**src/rtl/fifo_level_buffer.sv**
```systemverilog
// Synchronous first-word-fall-through FIFO with an occupancy count, almost-full/empty
// thresholds, synchronous flush and sticky overflow/underflow flags.
module fifo_level_buffer #(
    parameter int B      = 8,
    parameter int W      = 4,
    parameter int AF_LVL = 2**W - 2,
    parameter int AE_LVL = 2
) (
    input  logic         clk,
    input  logic         rst,
    input  logic         clr,
    input  logic         r,
    input  logic         w,
    input  logic [B-1:0] w_data,
    output logic [B-1:0] r_data,
    output logic         empty,
    output logic         full,
    output logic         almost_empty,
    output logic         almost_full,
    output logic [W:0]   level,
    output logic         overflow,
    output logic         underflow
);
    localparam int         D     = 2**W;
    localparam logic [W:0] DEPTH = (W+1)'(D);
    localparam logic [W:0] AF    = (W+1)'(AF_LVL);
    localparam logic [W:0] AE    = (W+1)'(AE_LVL);

    logic [B-1:0] mem [D];
    logic [W-1:0] w_ptr, r_ptr;
    logic [W:0]   level_next;
    logic         flush, wr_ok, rd_ok;

    assign flush = rst | clr;
    // a full FIFO still accepts a write when a pop frees the slot in the same cycle
    assign wr_ok = w & (~full | r);
    assign rd_ok = r & ~empty;

    always_comb begin
        level_next = level;
        if (flush)
            level_next = '0;
        else if (wr_ok && !rd_ok)
            level_next = level + 1'b1;
        else if (rd_ok && !wr_ok)
            level_next = level - 1'b1;
    end

    always_ff @(posedge clk) begin
        if (flush) begin
            w_ptr     <= '0;
            r_ptr     <= '0;
            overflow  <= 1'b0;
            underflow <= 1'b0;
        end else begin
            if (wr_ok) w_ptr <= w_ptr + 1'b1;
            if (rd_ok) r_ptr <= r_ptr + 1'b1;
            if (w && !wr_ok) overflow  <= 1'b1;
            if (r && !rd_ok) underflow <= 1'b1;
        end
        // flags track level_next so they never lag the count
        level        <= level_next;
        empty        <= (level_next == '0);
        full         <= (level_next == DEPTH);
        almost_empty <= (level_next <= AE);
        almost_full  <= (level_next >= AF);
    end

    always_ff @(posedge clk) begin
        if (!flush && wr_ok)
            mem[w_ptr] <= w_data;
    end

    assign r_data = mem[r_ptr];
endmodule

```
**config.mk**
```make
export PLATFORM = sky130hd
export DESIGN_NAME = fifo_level_buffer
export DESIGN_NICKNAME = d
export VERILOG_FILES = /design/src/rtl/fifo_level_buffer.sv
export SDC_FILE = /design/constraint.sdc
export NUM_CORES = 1
export LEC_CHECK = 0
export CAP_MARGIN = 20
export CORE_MARGIN = 3
export CORE_UTILIZATION = 30
export CTS_CLUSTER_DIAMETER = 50
export DETAILED_ROUTE_END_ITERATION = 16
export PLACE_DENSITY = 0.47
export SYNTH_ARGS = -nofsm -noshare
export SYNTH_HDL_FRONTEND = slang
export SYNTH_SLANG_ARGS = --single-unit
export TNS_END_PERCENT = 1
```
**constraint.sdc**
```tcl
create_clock -name clk -period 1.95 [get_ports clk]
set_clock_uncertainty 0.1 [all_clocks]
set_input_delay 0.39 -clock clk [delete_from_list [all_inputs] [get_ports clk]]
set_output_delay 0.39 -clock clk [all_outputs]
set_load 0.02 [all_outputs]
```
After elaboration in Yosys (flattened, before gate mapping)

Memory sizes are Yosys's and may differ from the RTL's. A register that Yosys moved wholly into a read port is not among the register bits.
Cells that the tools add are included.

Register bits after elaboration: 19
Latch bits: 0
Bits in writable memories: 128
ROM bits: 0
Bits of input ports: 13
Output and inout port bits: 19
Word-level logic and storage cells: 39
Memories kept: 1

Add/subtract/negate cells: 4
Multipliers: 0
Div/mod/pow operators: 0
$lt $le $gt $ge: 2
Equal/unequal tests: 1
Shift-type cells: 0
Mux-type cells: 7
Bitwise logic cells: 6
Reduce and logical (&&, ||, !) cells: 9

Memories:

| name | depth | bits a word | read ports | clocked after memory_dff | write ports | RTL line | text |
|---|---|---|---|---|---|---|---|
| mem  | 16    | 8           | 1          | 1                        | 1           | 29       | `logic [B-1:0] mem [D];` |

Operator list:

| kind                                                           | count |
|---|---|
| two-way mux 5 bit                                              | 3 |
| adder 4 x 1 -> 4 bit, second input constant                    | 2 |
| two-way mux 4 bit                                              | 2 |
| adder 5 x 1 -> 5 bit, second input constant                    | 1 |
| equality test 5 bit, second input constant                     | 1 |
| >= comparator 5 x 4 -> 1 bit, second input constant            | 1 |
| less-or-equal comparator 5 x 2 -> 1 bit, second input constant | 1 |
| logical AND 1 bit                                              | 5 |
| zero test 5 bit                                                | 1 |
| subtractor 5 x 1 -> 5 bit, second input constant               | 1 |
| zero test 1 bit                                                | 3 |
| bitwise AND 1 bit                                              | 2 |
| two-way mux 1 bit                                              | 2 |
| inverter 1 bit                                                 | 2 |
| bitwise OR 1 bit                                               | 2 |

Longest topological paths before layout

Depth after elaboration: 9
Gate-level depth with buffers: 7
Depth with buffers taken out: 7

Least setup slack after synthesis

Ideal clock, no wire load.

Path type: reg-to-output
Start point: reg (tool-made name)
End point: out r_data[0]
Arrival time: 1.674 ns
Required time: 1.460 ns
Slack: -0.214 ns
Cell stages (with the launch flop): 5
Buffers on the path: 2
Path through: dfxtp_1 > buf_2 > buf_6 > mux4_2 > mux4_2

RTL lines:

| element          | RTL line | text |
|---|---|---|
| end: declaration | 15       | `output logic [B-1:0] r_data,` |

==> summary.md <==
| Metric | Value |
|---|---|
| Number of global-route vias before repair | `3459` |
| Period utilization | `1.40` |
| Post-route DRC | `0` |
| Sequential share of the synthesized area | `0.715` |
| Die ar. | `21800 sq um` |
| DP Wirelength | `8910 um` |
| Most common cell in the netlist | `edfxtp_1` |
| Crit end category | `output port` |
| RSZ-0062 raised after global routing | `true` |
| Worst slew margin | `0.586` |
| Post-route ant nets | `0` |
| Final Wtd Congestion | `0.751` |
| Critical path peak fanout | `8` |
| I/O Buffers | `31` |
| Failing checks | `negative setup slack` |
| Post-Route WL | `13700 um` |
| Worst-margin pin slew | `0.619 ns` |
| Synth Cell Area | `6020 sq um` |
| Fmax | `0.367 GHz` |
| Clock transition at path regs | `0.06 ns` |
| Final core utilization | `0.405` |
| Global-route wire length before repair | `21200 um` |
| Final Critical Period | `2.72 ns` |
| Startpoint types | `flip-flop` |
| Worst hold margin | `0.389 ns` |
| Post-Syn Instances | `315` |
| Setup-failing EPs final | `8` |
| Post-synth ARST share | `0` |
| Maximum clock insertion buffer count | `2` |
| Via count | `3210` |
| Syn-to-layout area delta | `31.6%` |
| Post-synth EDFFs | `128` |
| Worst EP required | `1.46 ns` |
| Number of placed I/O pins | `32` |
| Rows | `51` |
| Status | `complete, but fails checks` |
| Avg Synthesized Cell Area | `19.1 sq um` |
| Arr. time, crit path | `2.23 ns` |
| Number of max-cap violations | `0` |
| Antenna diode count | `0` |
| Area leader, netlist | `edfxtp_1` |
| Design area | `7930 sq um` |
| Max Transition Viols Final | `0` |
| Routed len/inst | `20.1 um` |
| Leakage | `2.63 nW` |
| Net count after synthesis | `335` |
| Dominant cells by area after synthesis | `edfxtp_1, mux4_2, dfxtp_1` |
| Yosys cell types | `43` |
| VDD IR-drop max | `572 uV` |
| Nets | `425` |
| # fillers | `1772` |
| Drt initial violations | `160` |
| Pwr Total | `7.25 mW` |
| Initial antenna violation count | `0` |
| FF+latch count, synth | `151` |
| Layout cell share with drive strength beyond 1 | `0.344` |
| Most frequently used flop master after synthesis | `edfxtp_1` |
| Overflow after GRT | `0` |
| Largest net degree at the start of global routing | `33` |
| Die Span X | `148 um` |
| Drt via density | `4.70` |
| CTS Sinks | `151` |
| CTS tree | `done` |
| TritonCTS Buffers | `17` |
| Initial Util | `0.307` |
| Root Driver | `clkbuf_16` |
| Top cell type's share of synthesized area | `0.638` |
| Post-synth top cells | `edfxtp_1, mux4_2, dfxtp_1` |
| Hold crit path type | `flip-flop to flip-flop` |
| Clock Latency Late Sink | `0.41 ns` |
| Fin worst setup slack | `-0.771 ns` |
| Crit path kind | `flip-flop to output port` |
| Pre-antenna DRT Iters | `4` |
| Fin. Hold Viols | `0` |
| Pwr Density | `914 nW/um^2` |
| Cell Area, Placed | `7200 sq um` |
| Core Area | `19600 sq um` |
| H-Tree Depth | `4` |
| Die Y | `148 um` |
| Hold Buf Count CTS | `0` |
| Synth warnings | `0` |
| Overall Global Routing Usage | `0.134` |
## worst paths after layout
path / from / end / slack, ns / cells after the start
min reg2reg: overflow / overflow / 0.39 / 2
max reg2reg: level[0] / almost_empty / 0.05 / 7
max: flip-flop / r_data[2] / -0.77 / 5
min: overflow / overflow / 0.39 / 2
## logic make-up after synthesis
kind of cell	count (synthesis)	synth area share
AOI/OAI and AO/OA	19	0.0226
xor gates and xnor gates	8	0.0116
adders and majority gates	7	0.0145
buffers and inverters	21	0.0197
DFF	151	0.715
muxes	43	0.155
and+or+nand+nor	66	0.0621
## what timing repair did
item	CTS	global route
setup buffers	2	0
setup endpoints to repair	49	61
gates resized for setup	51	7
gates cloned	2	0
## where the power goes
| group | leakage [nW] | total (mW) | internal [mW] | switching [mW] |
|---|---|---|---|---|
| clock | 0.290 | 3.39 | 2.14 | 1.25 |
| combinational | 1.00 | 0.331 | 0.164 | 0.166 |
| sequential | 1.34 | 3.53 | 3.52 | 0.0148 |
## per-stage QoR
step | instances | TNS (ns) | setup slack [ns]
6_report | 683 | -5.96 | -0.771
5_1_grt | 683 | -6.60 | -0.830
4_1_cts | 683 | -6.23 | -0.796
3_5_place_dp | 647 | -66.28 | -0.720
3_3_place_gp | 647 | -65.62 | -0.721
2_1_floorplan | 315 | -2.70 | -0.144
## cell usage in the layout, fill, tap and decap left out, drive strengths merged, types with 4 or more instances in the layout
cell           count
edfxtp           128
buf               61
mux4              40
dfxtp             23
clkbuf            20
and2              16
clkdlybuf4s50     16
nor2              15
inv                9
nand2              8
a21oi              7
ha                 7
dlygate4sd2        6
xnor2              4
bufinv             4
xor2               4
clkinv             4
## per-layer routing
metal / vias to the layer above / global-route usage / wire length, um
li1: 1439 / - / -
met1: 1695 / 0.176 / 6150
met3: 14 / 0.0365 / 493
met4: 0 / 0.0349 / 128
met5: - / 0 / 0
met2: 62 / 0.221 / 6930
## critical path, cell delays in order (launching register included)
cell and delay (ns):
dfxtp_4 0.37, buf_12 0.13, buf_12 0.14, mux4_2 0.51
mux4_2 0.51, buf_6 0.16
## layout make-up
cell class	instances	area, sq um	share of cell area
Clock inverter	12	174	0.0219
Sequential cell	151	4310	0.543
Multi-Input combinational cell	143	1640	0.207
Inverter	7	26.3	0.00331
Clock buffer	20	437	0.0551
Timing Repair Buffer	85	1010	0.128
Tap cell	265	332	0.0418
## flip-flops by register name, indices dropped and copies added (netlist names), named ones only
signal / cells
level: 5
w_ptr: 4
full: 1
mem: 128
almost_full: 1
overflow: 1
empty: 1
almost_empty: 1
r_ptr: 4
underflow: 1
No activity file was read; power rests on OpenSTA's default activity.
